==> src/rtl/lsu_axi_v2_if.sv <==
// Bus bundle for the load/store unit: pipeline request/response, AXI
// read/write channels and the D-cache port. The master modport is the LSU's
// own view; the slave modport is the view of everything around it.
interface lsu_axi_v2_if #(
    parameter int XLEN = 64
);
    localparam int STRBW = XLEN / 8;

    // Pipeline request from EX/LS
    logic             req_valid;
    logic             req_ready;
    logic             req_load;
    logic [XLEN-1:0]  req_addr;
    logic [XLEN-1:0]  req_wdata;
    logic [2:0]       req_func3;

    // Response to LS/WB
    logic             resp_valid;
    logic             resp_ready;
    logic [XLEN-1:0]  resp_data;
    logic             resp_mmio;
    logic             resp_misalign;

    // AXI read channels
    logic             ar_valid;
    logic             ar_ready;
    logic [XLEN-1:0]  ar_addr;
    logic             r_valid;
    logic             r_ready;
    logic [XLEN-1:0]  r_data;

    // AXI write channels
    logic             aw_valid;
    logic             aw_ready;
    logic [XLEN-1:0]  aw_addr;
    logic             w_valid;
    logic             w_ready;
    logic [XLEN-1:0]  w_data;
    logic [STRBW-1:0] w_strb;
    logic             b_valid;
    logic             b_ready;

    // D-cache port
    logic             cache_valid;
    logic             cache_op;
    logic [XLEN-1:0]  cache_addr;
    logic [XLEN-1:0]  cache_wdata;
    logic [STRBW-1:0] cache_wmask;
    logic [XLEN-1:0]  cache_rdata;
    logic             cache_dataok;

    modport master (
        input  req_valid, req_load, req_addr, req_wdata, req_func3,
        output req_ready,
        output resp_valid, resp_data, resp_mmio, resp_misalign,
        input  resp_ready,
        output ar_valid, ar_addr,
        input  ar_ready,
        input  r_valid, r_data,
        output r_ready,
        output aw_valid, aw_addr,
        input  aw_ready,
        output w_valid, w_data, w_strb,
        input  w_ready,
        input  b_valid,
        output b_ready,
        output cache_valid, cache_op, cache_addr, cache_wdata, cache_wmask,
        input  cache_rdata, cache_dataok
    );

    modport slave (
        output req_valid, req_load, req_addr, req_wdata, req_func3,
        input  req_ready,
        input  resp_valid, resp_data, resp_mmio, resp_misalign,
        output resp_ready,
        input  ar_valid, ar_addr,
        output ar_ready,
        output r_valid, r_data,
        input  r_ready,
        input  aw_valid, aw_addr,
        output aw_ready,
        input  w_valid, w_data, w_strb,
        output w_ready,
        output b_valid,
        input  b_ready,
        input  cache_valid, cache_op, cache_addr, cache_wdata, cache_wmask,
        output cache_rdata, cache_dataok
    );
endinterface

==> src/rtl/lsu_axi_v2.sv <==
// Load/store unit between EX/LS and LS/WB. One request in flight at a time;
// physical-memory addresses go to the D-cache, everything else is MMIO and
// goes out over AXI. Handles byte-lane alignment, misalignment detection,
// independent AW/W handshakes, the B channel and a registered response.
module lsu_axi_v2 #(
    parameter int          XLEN      = 64,
    parameter logic [63:0] PMEM_BASE = 64'h8000_0000,
    parameter logic [63:0] PMEM_SIZE = 64'h0800_0000
) (
    input logic          clock,
    input logic          reset,
    lsu_axi_v2_if.master bus
);
    localparam int STRBW = XLEN / 8;
    localparam int OFFW  = $clog2(STRBW);

    typedef enum logic [2:0] {
        IDLE,
        CACHE,
        AR,
        R,
        AWW,
        B,
        DONE
    } state_e;

    state_e state_q, state_d;

    logic              reqLoad_q;
    logic [XLEN-1:0]   reqAddr_q;
    logic [XLEN-1:0]   reqWdata_q;
    logic [2:0]        reqFunc3_q;
    logic              awDone_q, awDone_d;
    logic              wDone_q, wDone_d;
    logic [XLEN-1:0]   respData_q;
    logic              respMmio_q;
    logic              respMisalign_q;

    logic              accept;
    logic              captureLoad;
    logic              reqMisalign;
    logic              reqPmem;
    logic [2:0]        lowMask;
    logic [64:0]       addrWide;
    logic [OFFW-1:0]   offset;
    logic [OFFW+2:0]   bitShift;
    logic [XLEN-1:0]   alignedAddr;
    logic [7:0]        sizeMask;
    logic [STRBW-1:0]  byteMask;
    logic [XLEN-1:0]   laneData;
    logic [XLEN-1:0]   loadRaw;
    logic [63:0]       raw64;
    logic [63:0]       ext64;
    logic [XLEN-1:0]   loadResult;

    assign accept = (state_q == IDLE) && bus.req_valid;

    // Classify the incoming request before it is latched: the low address
    // bits must be zero up to the access size, and the region check decides
    // between cache and MMIO. The region compare is one bit wider so that
    // BASE+SIZE cannot wrap.
    always_comb begin
        lowMask = 3'b000;
        case (bus.req_func3[1:0])
            2'd0:    lowMask = 3'b000;
            2'd1:    lowMask = 3'b001;
            2'd2:    lowMask = 3'b011;
            default: lowMask = 3'b111;
        endcase
        reqMisalign = |(bus.req_addr[2:0] & lowMask);
        addrWide    = {1'b0, 64'(bus.req_addr)};
        reqPmem     = (addrWide >= {1'b0, PMEM_BASE}) &&
                      (addrWide <  ({1'b0, PMEM_BASE} + {1'b0, PMEM_SIZE}));
    end

    // Byte-lane placement for the latched request: beat-aligned address,
    // strobes covering the access, store data shifted into its lanes.
    always_comb begin
        offset      = reqAddr_q[OFFW-1:0];
        bitShift    = {offset, 3'b000};
        alignedAddr = {reqAddr_q[XLEN-1:OFFW], {OFFW{1'b0}}};
        sizeMask    = 8'h00;
        case (reqFunc3_q[1:0])
            2'd0:    sizeMask = 8'h01;
            2'd1:    sizeMask = 8'h03;
            2'd2:    sizeMask = 8'h0F;
            default: sizeMask = 8'hFF;
        endcase
        byteMask = STRBW'(sizeMask) << offset;
        laneData = reqWdata_q << bitShift;
    end

    // Load data path: pick the returning beat, shift the addressed bytes
    // down to bit 0 and sign- or zero-extend by access type. Extension is
    // done at 64 bits and then trimmed so one path serves both widths.
    always_comb begin
        loadRaw = ((state_q == R) ? bus.r_data : bus.cache_rdata) >> bitShift;
        raw64   = 64'(loadRaw);
        ext64   = raw64;
        case (reqFunc3_q)
            3'd0:    ext64 = {{56{raw64[7]}},  raw64[7:0]};
            3'd1:    ext64 = {{48{raw64[15]}}, raw64[15:0]};
            3'd2:    ext64 = {{32{raw64[31]}}, raw64[31:0]};
            3'd4:    ext64 = {56'd0, raw64[7:0]};
            3'd5:    ext64 = {48'd0, raw64[15:0]};
            3'd6:    ext64 = {32'd0, raw64[31:0]};
            default: ext64 = raw64;
        endcase
        loadResult = ext64[XLEN-1:0];
    end

    // State register plus the AW/W completion flags, which let the two
    // write handshakes finish independently in any order.
    always_ff @(posedge clock or posedge reset) begin
        if (reset) begin
            state_q  <= IDLE;
            awDone_q <= 1'b0;
            wDone_q  <= 1'b0;
        end else begin
            state_q  <= state_d;
            awDone_q <= awDone_d;
            wDone_q  <= wDone_d;
        end
    end

    // Next-state and handshake outputs. Every valid/ready is a pure function
    // of the state so nothing toggles outside the state that owns it, and
    // late r_valid/b_valid in other states are simply ignored.
    always_comb begin
        state_d         = state_q;
        awDone_d        = awDone_q;
        wDone_d         = wDone_q;
        captureLoad     = 1'b0;
        bus.req_ready   = 1'b0;
        bus.resp_valid  = 1'b0;
        bus.ar_valid    = 1'b0;
        bus.r_ready     = 1'b0;
        bus.aw_valid    = 1'b0;
        bus.w_valid     = 1'b0;
        bus.b_ready     = 1'b0;
        bus.cache_valid = 1'b0;
        case (state_q)
            IDLE: begin
                bus.req_ready = 1'b1;
                if (bus.req_valid) begin
                    awDone_d = 1'b0;
                    wDone_d  = 1'b0;
                    if (reqMisalign)       state_d = DONE;
                    else if (reqPmem)      state_d = CACHE;
                    else if (bus.req_load) state_d = AR;
                    else                   state_d = AWW;
                end
            end
            CACHE: begin
                bus.cache_valid = 1'b1;
                if (bus.cache_dataok) begin
                    captureLoad = 1'b1;
                    state_d     = DONE;
                end
            end
            AR: begin
                bus.ar_valid = 1'b1;
                if (bus.ar_ready) state_d = R;
            end
            R: begin
                bus.r_ready = 1'b1;
                if (bus.r_valid) begin
                    captureLoad = 1'b1;
                    state_d     = DONE;
                end
            end
            AWW: begin
                bus.aw_valid = !awDone_q;
                bus.w_valid  = !wDone_q;
                awDone_d     = awDone_q | bus.aw_ready;
                wDone_d      = wDone_q | bus.w_ready;
                if (awDone_d && wDone_d) state_d = B;
            end
            B: begin
                bus.b_ready = 1'b1;
                if (bus.b_valid) state_d = DONE;
            end
            DONE: begin
                bus.resp_valid = 1'b1;
                if (bus.resp_ready) state_d = IDLE;
            end
            default: state_d = IDLE;
        endcase
    end

    // Request latch and registered response. The response fields are set
    // up at accept time (data cleared, flags decided) so they are already
    // stable when DONE is reached; only load data arrives later.
    always_ff @(posedge clock or posedge reset) begin
        if (reset) begin
            reqLoad_q      <= 1'b0;
            reqAddr_q      <= '0;
            reqWdata_q     <= '0;
            reqFunc3_q     <= 3'd0;
            respData_q     <= '0;
            respMmio_q     <= 1'b0;
            respMisalign_q <= 1'b0;
        end else if (accept) begin
            reqLoad_q      <= bus.req_load;
            reqAddr_q      <= bus.req_addr;
            reqWdata_q     <= bus.req_wdata;
            reqFunc3_q     <= bus.req_func3;
            respData_q     <= '0;
            respMmio_q     <= !reqPmem;
            respMisalign_q <= reqMisalign;
        end else if (captureLoad && reqLoad_q) begin
            respData_q     <= loadResult;
        end
    end

    assign bus.resp_data     = respData_q;
    assign bus.resp_mmio     = respMmio_q;
    assign bus.resp_misalign = respMisalign_q;
    assign bus.ar_addr       = alignedAddr;
    assign bus.aw_addr       = alignedAddr;
    assign bus.w_data        = laneData;
    assign bus.w_strb        = byteMask;
    assign bus.cache_op      = !reqLoad_q;
    assign bus.cache_addr    = alignedAddr;
    assign bus.cache_wdata   = laneData;
    assign bus.cache_wmask   = byteMask;
endmodule

==> src/flat_wrapper.sv <==
// flat-port wrapper written by rule: the top's interface ports become plain ports
module lsu_axi_v2_flat 
#(
    parameter int          XLEN      = 64,
    parameter logic [63:0] PMEM_BASE = 64'h8000_0000,
    parameter logic [63:0] PMEM_SIZE = 64'h0800_0000
)
  (clock, reset, bus_req_valid, bus_req_load, bus_req_addr, bus_req_wdata, bus_req_func3, bus_req_ready, bus_resp_valid, bus_resp_data, bus_resp_mmio, bus_resp_misalign, bus_resp_ready, bus_ar_valid, bus_ar_addr, bus_ar_ready, bus_r_valid, bus_r_data, bus_r_ready, bus_aw_valid, bus_aw_addr, bus_aw_ready, bus_w_valid, bus_w_data, bus_w_strb, bus_w_ready, bus_b_valid, bus_b_ready, bus_cache_valid, bus_cache_op, bus_cache_addr, bus_cache_wdata, bus_cache_wmask, bus_cache_rdata, bus_cache_dataok);
  lsu_axi_v2_if #(.XLEN(XLEN)) bus_i ();
  input logic clock;
  input logic reset;
  input wire logic [$bits(bus_i.req_valid)-1:0] bus_req_valid;
  input wire logic [$bits(bus_i.req_load)-1:0] bus_req_load;
  input wire logic [$bits(bus_i.req_addr)-1:0] bus_req_addr;
  input wire logic [$bits(bus_i.req_wdata)-1:0] bus_req_wdata;
  input wire logic [$bits(bus_i.req_func3)-1:0] bus_req_func3;
  output wire logic [$bits(bus_i.req_ready)-1:0] bus_req_ready;
  output wire logic [$bits(bus_i.resp_valid)-1:0] bus_resp_valid;
  output wire logic [$bits(bus_i.resp_data)-1:0] bus_resp_data;
  output wire logic [$bits(bus_i.resp_mmio)-1:0] bus_resp_mmio;
  output wire logic [$bits(bus_i.resp_misalign)-1:0] bus_resp_misalign;
  input wire logic [$bits(bus_i.resp_ready)-1:0] bus_resp_ready;
  output wire logic [$bits(bus_i.ar_valid)-1:0] bus_ar_valid;
  output wire logic [$bits(bus_i.ar_addr)-1:0] bus_ar_addr;
  input wire logic [$bits(bus_i.ar_ready)-1:0] bus_ar_ready;
  input wire logic [$bits(bus_i.r_valid)-1:0] bus_r_valid;
  input wire logic [$bits(bus_i.r_data)-1:0] bus_r_data;
  output wire logic [$bits(bus_i.r_ready)-1:0] bus_r_ready;
  output wire logic [$bits(bus_i.aw_valid)-1:0] bus_aw_valid;
  output wire logic [$bits(bus_i.aw_addr)-1:0] bus_aw_addr;
  input wire logic [$bits(bus_i.aw_ready)-1:0] bus_aw_ready;
  output wire logic [$bits(bus_i.w_valid)-1:0] bus_w_valid;
  output wire logic [$bits(bus_i.w_data)-1:0] bus_w_data;
  output wire logic [$bits(bus_i.w_strb)-1:0] bus_w_strb;
  input wire logic [$bits(bus_i.w_ready)-1:0] bus_w_ready;
  input wire logic [$bits(bus_i.b_valid)-1:0] bus_b_valid;
  output wire logic [$bits(bus_i.b_ready)-1:0] bus_b_ready;
  output wire logic [$bits(bus_i.cache_valid)-1:0] bus_cache_valid;
  output wire logic [$bits(bus_i.cache_op)-1:0] bus_cache_op;
  output wire logic [$bits(bus_i.cache_addr)-1:0] bus_cache_addr;
  output wire logic [$bits(bus_i.cache_wdata)-1:0] bus_cache_wdata;
  output wire logic [$bits(bus_i.cache_wmask)-1:0] bus_cache_wmask;
  input wire logic [$bits(bus_i.cache_rdata)-1:0] bus_cache_rdata;
  input wire logic [$bits(bus_i.cache_dataok)-1:0] bus_cache_dataok;
  assign bus_i.req_valid = bus_req_valid;
  assign bus_i.req_load = bus_req_load;
  assign bus_i.req_addr = bus_req_addr;
  assign bus_i.req_wdata = bus_req_wdata;
  assign bus_i.req_func3 = bus_req_func3;
  assign bus_req_ready = bus_i.req_ready;
  assign bus_resp_valid = bus_i.resp_valid;
  assign bus_resp_data = bus_i.resp_data;
  assign bus_resp_mmio = bus_i.resp_mmio;
  assign bus_resp_misalign = bus_i.resp_misalign;
  assign bus_i.resp_ready = bus_resp_ready;
  assign bus_ar_valid = bus_i.ar_valid;
  assign bus_ar_addr = bus_i.ar_addr;
  assign bus_i.ar_ready = bus_ar_ready;
  assign bus_i.r_valid = bus_r_valid;
  assign bus_i.r_data = bus_r_data;
  assign bus_r_ready = bus_i.r_ready;
  assign bus_aw_valid = bus_i.aw_valid;
  assign bus_aw_addr = bus_i.aw_addr;
  assign bus_i.aw_ready = bus_aw_ready;
  assign bus_w_valid = bus_i.w_valid;
  assign bus_w_data = bus_i.w_data;
  assign bus_w_strb = bus_i.w_strb;
  assign bus_i.w_ready = bus_w_ready;
  assign bus_i.b_valid = bus_b_valid;
  assign bus_b_ready = bus_i.b_ready;
  assign bus_cache_valid = bus_i.cache_valid;
  assign bus_cache_op = bus_i.cache_op;
  assign bus_cache_addr = bus_i.cache_addr;
  assign bus_cache_wdata = bus_i.cache_wdata;
  assign bus_cache_wmask = bus_i.cache_wmask;
  assign bus_i.cache_rdata = bus_cache_rdata;
  assign bus_i.cache_dataok = bus_cache_dataok;
  lsu_axi_v2 #(.XLEN(XLEN), .PMEM_BASE(PMEM_BASE), .PMEM_SIZE(PMEM_SIZE)) u_core (.clock(clock), .reset(reset), .bus(bus_i));
endmodule
==> config.mk <==
export PLATFORM = sky130hd
export DESIGN_NAME = lsu_axi_v2_flat
export DESIGN_NICKNAME = d
export VERILOG_FILES = /design/src/rtl/lsu_axi_v2_if.sv /design/src/rtl/lsu_axi_v2.sv /design/src/flat_wrapper.sv
export SDC_FILE = /design/constraint.sdc
export NUM_CORES = 1
export LEC_CHECK = 0
export CORE_AREA = 2 2 264 266
export CTS_CLUSTER_DIAMETER = 40
export CTS_CLUSTER_SIZE = 28
export DETAILED_ROUTE_END_ITERATION = 16
export DIE_AREA = 0 0 266 268
export SYNTH_ARGS = -nofsm -noshare
export SYNTH_HDL_FRONTEND = slang
export SYNTH_SLANG_ARGS = --single-unit
==> constraint.sdc <==
create_clock -name clock -period 8.7 [get_ports clock]
set_input_delay 2.175 -clock clock [delete_from_list [all_inputs] [get_ports clock]]
set_output_delay 2.175 -clock clock [all_outputs]
set_load 0.05 [all_outputs]
Yosys cells after proc, flatten, opt, wreduce, memory -nomap -nowiden
Index checks and enable logic that the tools add are counted.
W data, S select, Z words.
Word-level totals
  register bits: 203
  input bits: 270
  logic and storage cells: 88
Operators by class
  order comparisons: 2
  equal/unequal tests: 22
  shifts and indexed selects: 3
  mux-type cells: 31
  bitwise operators: 3
  reduce and logical (&&, ||, !) cells: 17
Operator list (number)
  $pmux W64 S6: 1
  $mux W64: 3
  $ge A64 B32 Y1 const B: 1
  $lt A64 B32 Y1 const B: 1
  $shl A64 B6 Y64: 1
  $shr A64 B6 Y64: 1
  $mux W3: 10
  $pmux W8 S3: 1
  $pmux W3 S7: 1
  $eq A3 B3 Y1 const B: 6
  $ne A2 B2 Y1 const B: 6
  $mux W1: 11
  $eq A3 B2 Y1 const B: 3
  $pmux W3 S3: 1
  $shl A8 B3 Y8: 1
  $reduce_and A7 Y1: 1
  $eq A3 B1 Y1 const B: 2
  $logic_not A3 Y1: 2
  $pmux W1 S2: 3
  $eq A2 B1 Y1 const B: 2
  $eq A2 B2 Y1 const B: 2
  $logic_and A1 B1 Y1: 4
  $logic_not A1 Y1: 4
  $logic_not A2 Y1: 2
  other kinds (6): 8

Logic depth before layout (Yosys ltp)
Gate-level depths: netlist of the first run.
  depth in word-level cells: 7
  depth in mapped cells: 11
  mapped depth without buffers: 7

Least setup slack after synthesis of the first run
No wires, ideal clock.
  path type: register to output
  from: reg u_core.reqAddr_q[0]
  to: out bus_w_strb[5]
  data arrival time: 3.549 ns
  data required time: 6.525 ns
  slack: 2.976 ns
  stages on the path, launching flop included: 10
  path buffers: 7
  cells stage by stage: dfrtp_1 buf_2 buf_2 buf_2 buf_1 buf_2 clkbuf_1 o21ai_0 a211oi_1 buf_4
Between the ends
  word-level cells in the longest chain between the ends: 1
Ends and longest elaborated chain
  start: declaration: RTL line lsu_axi_v2.sv:30  | logic [XLEN-1:0] reqAddr_q;
  start signal: assignment: RTL line lsu_axi_v2.sv:205  | reqAddr_q <= bus.req_addr;
  $shl A8 B3 Y8: RTL line lsu_axi_v2.sv:89  | byteMask = STRBW'(sizeMask) << offset;
  end: declaration: RTL line flat_wrapper.sv:34  | output wire logic [$bits(bus_i.w_strb)-1:0] bus_w_strb;
Every way passes these cells.

Worst setup path after layout of the first run
  from: reg u_core.reqAddr_q[1]
  to: out bus_cache_wdata[5]
Between the ends
  word-level cells in the longest chain between the ends: 1
Ends and longest elaborated chain
  $shl A64 B6 Y64: RTL line lsu_axi_v2.sv:90  | laneData = reqWdata_q << bitShift;
  end: declaration: RTL line flat_wrapper.sv:41  | output wire logic [$bits(bus_i.cache_wdata)-1:0] bus_cache_wdata;
Every way passes these cells.

==> results of run 1 <==
==> cells by family after synthesis <==
group,share of synthesized area
AO/OA/AOI/OAI,0.130
buffers and inverters,0.179
flip-flops,0.361
multiplexers,0.135
other,0.000267
AND/OR/NAND/NOR,0.195
==> routing by layer <==
metal	vias to the layer above	track usage	routed length (µm)
li1	6251	-	-
met1	6608	0.215	26200
met2	678	0.308	32800
met3	105	0.0473	5750
met4	6	0.0664	2360
met5	-	0	41
==> Yosys cell counts (all sizes together) (2+ instances only) <==
master	count	area share
nand2b	4	0.0018
a222oi	6	0.0043
and2	19	0.0084
nand2	494	0.13
nor3	10	0.0039
mux2i	81	0.058
a22oi	9	0.0048
dfrtp	203	0.36
or2	2	0.00089
buf	297	0.15
o21a	3	0.0016
a31oi	8	0.0036
o2111ai	4	0.0025
mux2	29	0.023
clkbuf	82	0.022
a21boi	2	0.0011
nor4	7	0.0031
a221o	17	0.012
nor2b	20	0.0089
o21ai	54	0.019
inv	13	0.0035
nand3	15	0.0053
o31ai	24	0.013
nand4	2	0.00089
o221ai	2	0.0012
a221oi	15	0.0093
mux4	34	0.054
a211oi	22	0.012
nor2	98	0.026
o22ai	12	0.0053
a21oi	88	0.031
a211o	8	0.0050
==> worst max-delay path, cell delays in order (launching register included) <==
cell,delay (ps)
dfrtp_4,460
buf_4,390
or3_1,490
inv_1,870
and2_1,280
clkdlybuf4s50_1,970
==> stage by stage <==
| stage | cells | cell area [µm²] | worst slack, ps | hold WS, ps | utilization |
|---|---|---|---|---|---|
| after global routing | 2980 | 21200 | 2230 | 489 | 0.311 |
| final | 2981 | 21200 | 2460 | 473 | 0.311 |
| after global placement | 2900 | 19700 | 2970 | 458 | 0.288 |
| after floorplan | 1706 | 14100 | 986 | 438 | - |
| after CTS | 2980 | 21200 | 2280 | 476 | 0.311 |
| after detailed placement | 2900 | 19700 | 2930 | 456 | 0.288 |
==> cell type report <==
| class | instances | area [µm²] |
|---|---|---|
| diodes | 1 | 2.50 |
| clock buffers | 55 | 1180 |
| clock inverters | 25 | 375 |
| fillers | 7256 | 47000 |
| inverters | 14 | 60.1 |
| multi-input cells | 1110 | 6530 |
| flip-flops and latches | 203 | 5090 |
| well taps | 882 | 1100 |
| repair buffers | 691 | 6870 |
==> sequential cells by signal, summed over array words and instances (netlist names) <==
| signal | cells |
|---|---|
| u_core.bus.resp_data | 64 |
| u_core.reqAddr_q | 64 |
| u_core.reqWdata_q | 64 |
| u_core.reqFunc3_q | 3 |
| u_core.state_q | 3 |
| u_core.awDone_q | 1 |
| u_core.bus.resp_misalign | 1 |
| u_core.bus.resp_mmio | 1 |
| u_core.reqLoad_q | 1 |
| u_core.wDone_q | 1 |
==> worst max path at each step <==
stage	startpoint	endpoint	cells after the start
CTS	u_core.reqAddr_q[1]	bus_cache_wdata[5]	5
global placement	u_core.reqAddr_q[1]	bus_cache_wdata[5]	5
detailed placement	u_core.reqAddr_q[1]	bus_cache_wdata[5]	5
finish	u_core.reqAddr_q[1]	bus_cache_wdata[5]	5
floorplan	reset	u_core.awDone_q	1
global route	u_core.reqAddr_q[1]	bus_cache_wdata[5]	5
==> results.py, run 1 <==
metrics = {
    "outcome": {
        "status": "completed",
    },
    "worst_hold_path": {
        "min_from": "u_core.bus.resp_data[56]",
        "holdPathStages": 2,
        "min_path_type": "reg -> reg",
        "min_to": "u_core.bus.resp_data[56]",
    },
    "critical_path": {
        "ff2ff_path_depth": 9,
        "critPathCaptureType": "primary output",
        "r2r_start": "u_core.reqAddr_q[1]",
        "path_max_fanout": 92,
        "rrSetupSlack_ps": 4920,
        "worstSetupStartpointType": "flop",
        "path_class": "reg -> out",
        "critical_path_arrival_ps": 4070,
        "crit_required_ps": 6530,
        "r2r-end": "u_core.bus.resp_data[45]",
    },
    "synthesis": {
        "synth_seq_cells": 203,
        "synth-edff-count": 0,
        "yosysWarningCount": 0,
        "ys_seq_area_frac": 0.361,
        "synth.avg_cell_area_um2": 8.29,
        "async_flop_share": 1.00,
        "yosysUniqueCellTypes": 52,
        "synthesis.instances": 1698,
        "synthFlopType": "dfrtp_1",
        "netlist_area_mm2": 0.0141,
    },
    "die": {
        "initial_core_util": 0.206,
        "chipHeight_um": 268,
        "core.rowCount": 96,
        "die_w_um": 266,
        "io_pins": 681,
        "die_area_mm2": 0.0713,
        "coreArea_mm2": 0.0682,
    },
    "timing": {
        "finalHoldViolations": 0,
        "fmax_mhz": 160,
        "tightest_slew_ps": 1190,
        "setup_tns_ps": 0,
        "final_max_slew_viol_count": 0,
        "finalSetupViolations": 0,
        "rsz0062_at_grt": "no",
        "finClkSkew_ps": 25.0,
        "maxSlewHeadroom": 0.206,
        "finalCritPeriodShare": 0.717,
        "period_needed_ps": 6240,
    },
    "route": {
        "wl_per_cell_um": 22.5,
        "drtIter0Drc": 1078,
        "ant_nets": 0,
        "wirelength_mm": 67.1,
        "vias": 13648,
        "viasPerCell": 4.58,
        "dr.pass1.iters": 7,
        "drc": 0,
    },
    "global_route": {
        "grt_pass1_vias": 13660,
        "grt_antenna_before_repair": 5,
        "grt_max_degree": 93,
        "overflow": 0,
        "grtUsageTotal": 0.179,
        "grt_pass1_wl_mm": 94.9,
    },
    "cts": {
        "ctsResizeCount": 0,
        "cts_buffers": 44,
        "clk_pin_slew_ps": 50,
        "h-tree-depth": 2,
        "postCtsHoldBufs": 0,
        "clock_latency_ps": 570,
        "cts_tree": "built",
        "root_buffer": "clkbuf_16",
        "clockBufferDepth": 3,
        "post_cts.repair.setup_buffers": 0,
        "cts_sinks": 203,
    },
    "cells_and_area": {
        "nNetsFinal": 2334,
        "area_delta_synth_final_pct": 50.8,
        "drive_above_1_share": 0.0810,
        "layout_commonest_cell": "clkdlybuf4s50_1",
        "layout_common_cells": "clkdlybuf4s50_1 (671), nand2_1 (493), dfrtp_1 (200)",
    },
    "place": {
        "gp_congestion": 0.930,
        "portBuffers": 671,
        "dp_hpwl_mm": 51.7,
    },
    "flow_run": {
        "maxCapViolations": 0,
    },
}
Power of run 1 is left out: the tool's default activity adds up to more than one toggle a clock period on the data nets, which glitch-free logic cannot reach.
==> inputs of run 2 (changes only) <==
==> constraint.sdc (replaced) <==
create_clock -name clock -period 6.2 [get_ports clock]
set_input_delay 1.55 -clock clock [delete_from_list [all_inputs] [get_ports clock]]
set_output_delay 1.55 -clock clock [all_outputs]
set_load 0.05 [all_outputs]
==> run 2 against run 1 <==
Cell count is 0.30% higher. Routed wire length rose by 0.40%. Clock-buffer cell count up 3. Worst hold slack worse by 3.4 ps. Critical path depth rose by 1. Non-clock buffer count rose by 3. Final area increased by 0.28%.
==> results.py, run 2 (synthesis gave the netlist of run 1 again) <==
metrics = {
    "critical_path": {
        "worstSetupStartpointType": "flop",
        "ff2ff_path_depth": 7,
        "crit_required_ps": 4650,
        "r2r_start": "u_core.reqAddr_q[0]",
        "rrSetupSlack_ps": 2350,
        "critical_path_arrival_ps": 3860,
        "r2r-end": "u_core.bus.resp_data[18]",
        "path_max_fanout": 34,
        "path_class": "reg -> out",
        "critPathCaptureType": "primary output",
    },
    "cts": {
        "ctsResizeCount": 0,
        "clockBufferDepth": 3,
        "cts_tree": "built",
        "clock_latency_ps": 560,
        "postCtsHoldBufs": 0,
        "h-tree-depth": 2,
        "clk_pin_slew_ps": 40,
        "cts_sinks": 203,
        "cts_buffers": 46,
        "post_cts.repair.setup_buffers": 0,
        "root_buffer": "clkbuf_16",
    },
    "die": {
        "coreArea_mm2": 0.0682,
        "io_pins": 681,
        "initial_core_util": 0.206,
        "die_area_mm2": 0.0713,
        "core.rowCount": 96,
        "die_w_um": 266,
        "chipHeight_um": 268,
    },
    "route": {
        "drtIter0Drc": 935,
        "vias": 13687,
        "viasPerCell": 4.58,
        "drt-met1-wl_mm": 27.0,
        "wl_met2_mm": 33.1,
        "wl_per_cell_um": 22.5,
        "drc": 0,
        "ant_nets": 0,
        "wl_met3_mm": 4.98,
        "dr.pass1.iters": 7,
        "top_layer": "met5",
        "wirelength_mm": 67.4,
    },
    "cells_and_area": {
        "finalInstanceArea_mm2": 0.0213,
        "layout_commonest_cell": "clkdlybuf4s50_1",
        "drive_above_1_share": 0.0856,
        "finish.utilization": 0.312,
        "area_delta_synth_final_pct": 51.2,
        "nFillCells": 7229,
        "layout_common_cells": "clkdlybuf4s50_1 (671), nand2_1 (493), dfrtp_1 (200)",
        "nNetsFinal": 2339,
    },
    "place": {
        "dp_hpwl_mm": 52.2,
        "portBuffers": 671,
        "placed_area_mm2": 0.0197,
        "gp_congestion": 0.907,
    },
    "outcome": {
        "status": "completed",
    },
    "worst_hold_path": {
        "min_path_type": "reg -> reg",
        "min_to": "u_core.reqWdata_q[62]",
        "holdPathStages": 2,
        "min_from": "u_core.reqWdata_q[62]",
    },
    "flow_run": {
        "maxCapViolations": 0,
    },
    "timing": {
        "finalCritPeriodShare": 0.873,
        "maxSlewHeadroom": 0.261,
        "rsz0062_at_grt": "no",
        "fmax_mhz": 185,
        "finalSetupViolations": 0,
        "setup_tns_ps": 0,
        "finClkSkew_ps": 21.4,
        "whs_ps": 469,
        "tightest_slew_ps": 1100,
        "final_max_slew_viol_count": 0,
        "period_needed_ps": 5410,
        "finalHoldViolations": 0,
    },
    "global_route": {
        "grt_antenna_before_repair": 6,
        "grtUsageTotal": 0.178,
        "overflow": 0,
        "grt_pass1_wl_mm": 94.1,
        "grt_pass1_vias": 13524,
        "grt_max_degree": 107,
    },
}
run 2: final cells by class:
class / count / area, µm² / share of cell area
multi-input cells: 1110 / 6540 / 0.307
well taps: 882 / 1100 / 0.0519
clock inverters: 25 / 263 / 0.0124
inverters: 14 / 56.3 / 0.00265
repair buffers: 694 / 6930 / 0.326
clock buffers: 58 / 1290 / 0.0605
flip-flops and latches: 203 / 5090 / 0.239
diodes: 4 / 10.0 / 0.000471
run 2: critical path, stage by stage, from the launching register on:
cell	delay (ps)
dfrtp_4	660
nand2b_1	430
nor2_2	910
nand2_1	100
o21ai_0	180
buf_4	210
clkdlybuf4s50_1	800
run 2: metrics by stage:
step,instances,worst slack (ps)
detailed placement,2903,1330
finish,2990,787
global placement,2903,1390
CTS,2986,705
global route,2986,595
floorplan,1706,1100
run 2: how the worst max path moves through the flow:
| stage | cells after the start | start | slack, ps | endpoint |
|---|---|---|---|---|
| after floorplan | 9 | u_core.reqAddr_q[0] | 1100 | bus_w_strb[5] |
| after detailed placement | 6 | u_core.reqAddr_q[2] | 1330 | bus_cache_wdata[34] |
| after CTS | 6 | u_core.reqAddr_q[2] | 700 | bus_cache_wdata[34] |
| after global placement | 6 | u_core.reqAddr_q[2] | 1390 | bus_cache_wdata[34] |
| after global routing | 6 | u_core.reqAddr_q[2] | 600 | bus_w_data[34] |
| final | 6 | u_core.reqAddr_q[2] | 790 | bus_cache_wdata[34] |
run 2: routing by layer:
metal / up-vias / GRT usage
met5: - / 0
met4: 8 / 0.0632
met3: 99 / 0.0416
met2: 637 / 0.310
met1: 6686 / 0.216
li1: 6257 / -
Power of run 2 is left out for the same reason.
